File: src/rtl/shared_counter_arbiter.sv
// shared_counter_arbiter
//   One WIDTH-bit up/down/load counter shared by REQUESTERS clients.
//   A round-robin arbiter picks one pending client in IDLE, and a
//   three-state sequencer (IDLE -> GRANT -> ACK -> IDLE) applies that
//   client's operation.  At most one operation completes every 3 cycles.
//
// Ports
//   clock      : single clock, all state updates on posedge
//   reset_     : synchronous, active-high reset
//   req        : per-client request, bit i = client i
//   op         : per-client opcode, bits [2i+1:2i]; 0=NOP 1=INC 2=DEC 3=LOAD
//   data       : per-client load value, bits [WIDTH*i +: WIDTH]
//   grant      : one-hot client being serviced (GRANT and ACK cycles)
//   ack        : one-hot single-cycle pulse, the client's op has been applied
//   out        : current counter value
//   busy       : high whenever the sequencer is not IDLE
//   dbg_state  : raw sequencer state (0=IDLE 1=GRANT 2=ACK)
//
// Handshake: a client raises req with op/data and holds all three stable
// until it sees its ack bit; req is only sampled in IDLE, so dropping it
// after the grant has been latched does not cancel the operation.
//
// Optional feature (macro SHARED_COUNTER_SATURATE_EN): when defined, INC
// saturates at all-ones and DEC saturates at zero instead of wrapping.

module shared_counter_arbiter #(
  parameter int WIDTH      = 16,
  parameter int REQUESTERS = 4
) (
  input  logic                        clock,
  input  logic                        reset_,
  input  logic [REQUESTERS-1:0]       req,
  input  logic [2*REQUESTERS-1:0]     op,
  input  logic [WIDTH*REQUESTERS-1:0] data,
  output logic [REQUESTERS-1:0]       grant,
  output logic [REQUESTERS-1:0]       ack,
  output logic [WIDTH-1:0]            out,
  output logic                        busy,
  output logic [1:0]                  dbg_state
);

  localparam int PW = (REQUESTERS > 1) ? $clog2(REQUESTERS) : 1;

  localparam logic [1:0] OP_NOP  = 2'd0;
  localparam logic [1:0] OP_INC  = 2'd1;
  localparam logic [1:0] OP_DEC  = 2'd2;
  localparam logic [1:0] OP_LOAD = 2'd3;

  localparam logic [REQUESTERS-1:0] ONE_HOT0 = REQUESTERS'(1);

  typedef enum logic [1:0] {
    IDLE  = 2'd0,
    GRANT = 2'd1,
    ACK   = 2'd2
  } state_t;

  state_t          state;
  logic [PW-1:0]   ptr;
  logic [PW-1:0]   lat_id;
  logic [1:0]      lat_op;
  logic [WIDTH-1:0] lat_data;

  // Arbitration result for the current IDLE cycle
  logic            win_found;
  logic [PW-1:0]   win_id;
  logic [1:0]      win_op;
  logic [WIDTH-1:0] win_data;
  logic [PW-1:0]   ptr_next;

  logic [WIDTH-1:0] cnt_next;

  // Round-robin search: walk upward from ptr, wrapping at REQUESTERS-1.
  // The candidate index is wrapped by subtraction so non-power-of-two
  // client counts work without a modulo operator.
  always_comb begin
    int idx;
    win_found = 1'b0;
    win_id    = '0;
    win_op    = OP_NOP;
    win_data  = '0;
    idx       = 0;
    for (int k = 0; k < REQUESTERS; k++) begin
      idx = int'(ptr) + k;
      if (idx >= REQUESTERS) idx = idx - REQUESTERS;
      if (!win_found && req[idx]) begin
        win_found = 1'b1;
        win_id    = PW'(idx);
        win_op    = op[2*idx +: 2];
        win_data  = data[WIDTH*idx +: WIDTH];
      end
    end
  end

  always_comb begin
    if (win_id == PW'(REQUESTERS-1)) ptr_next = '0;
    else                             ptr_next = win_id + PW'(1);
  end

  // Counter update applied at the GRANT -> ACK edge
  always_comb begin
    cnt_next = out;
    case (lat_op)
      OP_INC: begin
`ifdef SHARED_COUNTER_SATURATE_EN
        if (out != '1) cnt_next = out + WIDTH'(1);
`else
        cnt_next = out + WIDTH'(1);
`endif
      end
      OP_DEC: begin
`ifdef SHARED_COUNTER_SATURATE_EN
        if (out != '0) cnt_next = out - WIDTH'(1);
`else
        cnt_next = out - WIDTH'(1);
`endif
      end
      OP_LOAD: cnt_next = lat_data;
      default: cnt_next = out;
    endcase
  end

  always_ff @(posedge clock) begin
    if (reset_) begin
      state    <= IDLE;
      ptr      <= '0;
      lat_id   <= '0;
      lat_op   <= OP_NOP;
      lat_data <= '0;
      grant    <= '0;
      ack      <= '0;
      out      <= '0;
    end else begin
      case (state)
        IDLE: begin
          if (win_found) begin
            lat_id   <= win_id;
            lat_op   <= win_op;
            lat_data <= win_data;
            grant    <= ONE_HOT0 << win_id;
            ptr      <= ptr_next;
            state    <= GRANT;
          end
        end
        GRANT: begin
          out   <= cnt_next;
          ack   <= ONE_HOT0 << lat_id;
          state <= ACK;
        end
        ACK: begin
          ack   <= '0;
          grant <= '0;
          state <= IDLE;
        end
        default: begin
          ack   <= '0;
          grant <= '0;
          state <= IDLE;
        end
      endcase
    end
  end

  assign busy      = (state != IDLE);
  assign dbg_state = state;

endmodule

File: config.mk
export PLATFORM = sky130hd
export DESIGN_NAME = shared_counter_arbiter
export DESIGN_NICKNAME = d
export VERILOG_FILES = /design/src/rtl/shared_counter_arbiter.sv
export SDC_FILE = /design/constraint.sdc
export NUM_CORES = 1
export LEC_CHECK = 0
export CAP_MARGIN = 20
export CORE_UTILIZATION = 41
export DETAILED_ROUTE_END_ITERATION = 10
export DONT_BUFFER_PORTS = 1
export PLACE_DENSITY = 0.56
export SLEW_MARGIN = 10
export SYNTH_ARGS = -nofsm -noshare
export SYNTH_HDL_FRONTEND = slang
export SYNTH_SLANG_ARGS = --single-unit
File: constraint.sdc
create_clock -name clock -period 4.82 [get_ports clock]
set_input_delay 0.964 -clock clock [delete_from_list [all_inputs] [get_ports clock]]
set_output_delay 0.964 -clock clock [all_outputs]
set_load 0.005 [all_outputs]
# Yosys cells after proc, flatten, opt, wreduce, memory -nomap -nowiden
# Index checks and enable logic that the tools add are counted.
# W data, S select, Z words.
[op_classes]
add_sub_neg = 10
magnitude_cmp = 8
n_eq_ne = 6
shift = 10
muxes = 39
bitwise_logic = 1
n_reduce_logical = 12
[ops]
columns = ["operator", "count"]
rows = [
  ["$shiftx A64 B32 Y16", 4],
  ["$lt A32 B4 Y1 const B", 4],
  ["$mux W32", 4],
  ["$shiftx A8 B32 Y2", 4],
  ["$mux W16", 4],
  ["$pmux W16 S3", 1],
  ["$mux W2", 10],
  ["$add A16 B1 Y16 const B", 1],
  ["$pmux W4 S2", 2],
  ["$sub A16 B1 Y16 const B", 1],
  ["$mux W1", 12],
  ["$sub A3 B3 Y4 const B", 3],
  ["$ge A3 B3 Y1 const B", 3],
  ["$bmux W1 S2", 4],
  ["$shl A1 B2 Y4 const A", 2],
  ["$add A2 B2 Y3 const B", 2],
  ["$eq A2 B2 Y1 const B", 3],
  ["$reduce_and A2 Y1", 3],
  ["$eq A2 B1 Y1 const B", 2],
  ["$mux W4", 1],
  ["$pmux W2 S2", 1],
  ["$sub A2 B3 Y4 const B", 1],
  ["$add A2 B1 Y3 const B", 1],
  ["$ge A2 B3 Y1 const B", 1],
  ["8 further kinds", 12],
]
[word_totals]
register_bits = 48
inputBits = 78
out_inout_bits = 27
wordCells = 94

# Longest topological paths before layout
[logic_depth]
ltp_word = 18
depth_mapped = 16
depth_no_buf = 11

# Least setup slack after synthesis
# No wires, ideal clock.
[synth_timing]
path_type = "reg2reg"
from = "register ptr[0]"
to = "register lat_data[1]"
setup_time_ns = 0.132
arrival_time_ns = 3.371
t_required_ns = 4.688
slack_ns = 1.318
stages_incl_launch_ff = 15
path_buffers = 6
period_less_slack_ns = 3.502
path_cell_list = "dfxtp_1 buf_4 buf_2 clkbuf_1 inv_1 ha_1 buf_6 mux4_2 or3b_1 buf_4 buf_6 a221oi_2 a31oi_1 nor3_1 nor3_1"
[synth_via]
elab_chain_len = 16
elab_cells_between_ends = 46
classes_between = "7 x add/sub; 4 x order compare; 4 x shift; 24 x mux; 7 x reduce/logical"
[synth_rtl]
columns = ["item", "line_no", "rtl"]
rows = [
  ["from (decl)", "58", "logic [PW-1:0] ptr;"],
  ["from (signal assigned)", "140", "ptr <= ptr_next;"],
  ["parallel branches: the longest is 16 deep, another holds $sub A3 B3 Y4", "--", ""],
  ["to (signal assigned)", "138", "lat_data <= win_data;"],
  ["to (decl)", "61", "logic [WIDTH-1:0] lat_data;"],
]
# Parallel ways; which one is timed is not known. The select of a mux whose other input is x is not followed.
# A chain may end at the register's enable or synchronous reset.

# Final worst setup path
[layout_timing]
from = "register ptr[0]"
to = "register lat_data[13]"
# Same word-level chain as after synthesis.

==> impl_metrics.csv <==
group,metric,value,unit
floorplan,placement_rows,40,
critical_path,r2r_cell_count,8,
final_layout,fillerInstances,1179,
critical_path,path_cells,"buf_4 -> mux4_2 -> or3b_1 -> buf_4 -> a221oi_1 -> a31oi_1 -> nor3_1 -> nor3_1",
critical_path,critical_path.reg2reg.endpoint,"lat_data[13]$_SDFFE_PP0P_",
clock_tree,number_of_hold_repair_buffers_added_at_the_cts_stage,0,
clock_tree,cts_inserted_buffers,5,
clock_tree,cts_repair_resize_count,0,
timing,setup_violations,0,
final_layout,antenna_cells,0,
critical_path,crit_path_start_kind,"flip-flop",
hold_path,hold_class,"reg -> reg",
pwr,power-per-cell-area,606.6,nW/um^2
routing,vias_per_cell,6.473,
pwr,switching_part_of_the_total_power,0.4673,
routing,drc,0,
timing,min_period_over_period,0.8090,
clock_tree,clockBufferDepth,2,
synthesis,synthDistinctLibCells,65,
critical_path,timing.critical_path.from,"ptr[0]$_SDFFE_PP0P_",
timing,finalMaxSlewViolations,0,
timing,period_minus_slack,3.900,ns
clock_tree,clkLatencyLatePin,0.30,ns
synthesis,ys_seq_elements,48,
timing,setup_repair_after_global_routing_missed_its_margin,"false",
global_routing,pin_count_of_the_biggest_net_entering_global_routing,68,
synthesis,synth.net_count,693,
floorplan,design.core.area,12160,um^2
synthesis,ys_top_cells_by_count,"55 x nor3_1, 48 x dfxtp_1, 48 x nor2_1",
synthesis,synthFlopType,"dfxtp_1",
synthesis,netlist.top_cell.by_area,"dfxtp_1",
pwr,irDropWorstVdd,0.0003025,V
placed_design,preCtsSetupSlack,0.9599,ns
pwr,leakagePower,1.767,nW
synthesis,most_area_consuming_cells_after_synthesis,"dfxtp_1 19%, mux4_2 17%, mux2_2 8.9%",
run,maxCapViolCount,0,
final_layout,fin_nets,655,
synthesis,synth_edf_count,0,
timing,slew_headroom,0.4163,
synthesis,sequential_cell_area_fraction_in_the_yosys_report,0.1850,
global_routing,globalRouteOverflowTotal,0,
final_layout,synthToLayoutAreaGrowth,3.830,%
floorplan,die_area,13120,um^2
global_routing,track_usage,0.2211,
clock_tree,cts.htree.levels,2,
placed_design,buffer_ports.inserted,0,
floorplan,initial_utilization,0.4271,
synthesis,synthesized_area_per_cell,8.585,um^2
critical_path,worst_setup_path_end_kind,"flip-flop",
routing,postRouteAntennaNets,0,
clock_tree,tritoncts_clock_tree,"done",
floorplan,design.portCount,105,
timing,setup_tns,0,ns
timing,worst-slew-pin-transition,0.8755,ns
critical_path,critical_path.slowest_cell,"mux4_2",
floorplan,floorplan.die.height,114.6,um
final_layout,multi_input_area,3924,um^2
final_layout,final_layout_size_suffix_gt1_frac,0.2183,
global_routing,wire_length_of_the_first_global_routing_pass,23360,um
routing,detailedRoute.firstIterationViolations,295,
pwr,p_int,1.742,mW
placed_design,hpwl,10150,um
routing,num_vias,4764,
critical_path,setup_slack_of_the_worst_register_to_register_path,0.92,ns
timing,post-route-worst-setup-slack,0.9204,ns
synthesis,yosys.cell_count.top_type,"nor3_1",
critical_path,crit_path_end,"lat_data[13]$_SDFFE_PP0P_",
critical_path,slowest_delay,0.87,ns
run_status,result_of_the_run,"finished, final reports clean",
final_layout,seqCellArea,964.7,um^2
clock_tree,clock_sinks,48,
floorplan,dieWidth,114.6,um
clock_tree,clock-root-buffer,"clkbuf_16",
critical_path,critical_path_class,"reg -> reg",
global_routing,initial_antenna_violation_count,0,
routing,first_pass_iters,6,
pwr,share_clk_of_total_power,0.106,
critical_path,cp_max_fo,67,
timing,final-hold-violation-count,0,
synthesis,ys.warnings.count,0,
pwr,power_frac_comb,0.669,
placed_design,globalplace.congestion,0.8218,
synthesis,synth_cells,605,
synthesis,synth_cell_area,5194,um^2
routing,postRouteWirelength,14240,um
global_routing,first_global_vias,4693,
clock_tree,post-cts-setup-buffers,0,
routing,drt-wirelength-per-cell,19.35,um
synthesis,yosys.area.top_type_share,0.1850,
critical_path,crit-reg2reg-launch,"ptr[0]$_SDFFE_PP0P_",
synthesis,async_reset_ff_frac,0,
clock_tree,clkSlewWorstSetupHoldPaths,0.07,ns
critical_path,req_time_crit_path,5.00,ns
timing,setup_skew,0.01107,ns
pwr,power_switching,1.529,mW
pwr,power.share.sequential,0.224,
critical_path,critPathArrivalTime,4.08,ns
timing,timing.fmax,256.4,MHz
sequential cells by signal, summed over array words and instances (netlist names):
register,cells
lat_data,16
out,16
ack,4
grant,4
dbg_state,2
lat_id,2
lat_op,2
ptr,2
through the flow:
step                std cells  power, mW  utilization  instance area, um^2  hold slack [ns]
floorplan                 605      2.511            -                 5194           0.4557
global placement          726      2.863       0.4304                 5234           0.4835
detailed placement        726      2.904       0.4304                 5234           0.4811
CTS                       734      3.264       0.4422                 5378           0.4947
global route              736      3.548       0.4434                 5393           0.5152
finish                    736      3.271       0.4434                 5393           0.4936
placed cells by master, fill, tap and decap left out, drive strengths merged, types with 14 or more instances in the layout:
master   n
a21oi   17
a221oi  21
a31oi   23
buf     14
dfxtp   48
mux2    41
mux4    40
nand2   38
nand2b  23
nand3   14
nor2    48
nor2b   18
nor3    56
o211ai  20
o21ai   18
worst min-delay path by stage:
| stage | end | start | cells past startpoint |
|---|---|---|---|
| 6_report | lat_data[3]$_SDFFE_PP0P_ | lat_data[3]$_SDFFE_PP0P_ | 2 |
| 5_1_grt | lat_data[3]$_SDFFE_PP0P_ | lat_data[3]$_SDFFE_PP0P_ | 2 |
| 4_1_cts | lat_data[3]$_SDFFE_PP0P_ | lat_data[3]$_SDFFE_PP0P_ | 2 |
| 3_5_place_dp | lat_data[3]$_SDFFE_PP0P_ | lat_data[3]$_SDFFE_PP0P_ | 2 |
| 3_3_place_gp | out[6]$_SDFFE_PP0P_ | lat_data[6]$_SDFFE_PP0P_ | 2 |
| 2_1_floorplan | out[1]$_SDFFE_PP0P_ | lat_data[1]$_SDFFE_PP0P_ | 2 |
power by group through the flow:
stage / Sequential [mW] / Combinational [mW] / Clock (mW)
floorplan: 0.635 / 1.88 / 0
global placement: 0.739 / 2.12 / 0
detailed placement: 0.743 / 2.16 / 0
CTS: 0.735 / 2.17 / 0.358
global route: 0.759 / 2.42 / 0.372
finish: 0.734 / 2.19 / 0.348
area by class of cell:
class,count,area share
sequential,48,0.1789
clock inverter,3,0.003480
tap,168,0.03898
inverter,12,0.008353
timing repair buffer,14,0.01949
clock buffer,5,0.02320
multi-input combinational,486,0.7276
routing by layer:
| layer | vias to the layer above | routed length (um) | GRT usage |
|---|---|---|---|
| met1 | 2304 | 6538 | 0.3031 |
| li1 | 2283 | - | - |
| met2 | 169 | 6487 | 0.3495 |
| met3 | 8 | 1094 | 0.05082 |
| met5 | - | 0 | 0 |
| met4 | 0 | 120 | 0.05887 |
logic make-up after synthesis:
| logic type | count (synthesis) | share of synthesized area |
|---|---|---|
| flip-flops | 48 | 0.1850 |
| AND/OR/NAND/NOR | 249 | 0.2532 |
| adder cells (fa/ha/maj) | 10 | 0.02409 |
| XOR/XNOR | 1 | 0.001687 |
| AO/OA/AOI/OAI | 142 | 0.2079 |
| buffers and inverters | 71 | 0.05998 |
| multiplexers | 84 | 0.2681 |
critical path: cells and delay by family (launching register included):
family	cells	cell delay [ns]
buf+inv	2	1.01
simple gates	3	1.04
flops	1	0.49
mux	1	0.87
compound gates	2	0.34
Note: power is estimated with default switching activity, not from simulation.
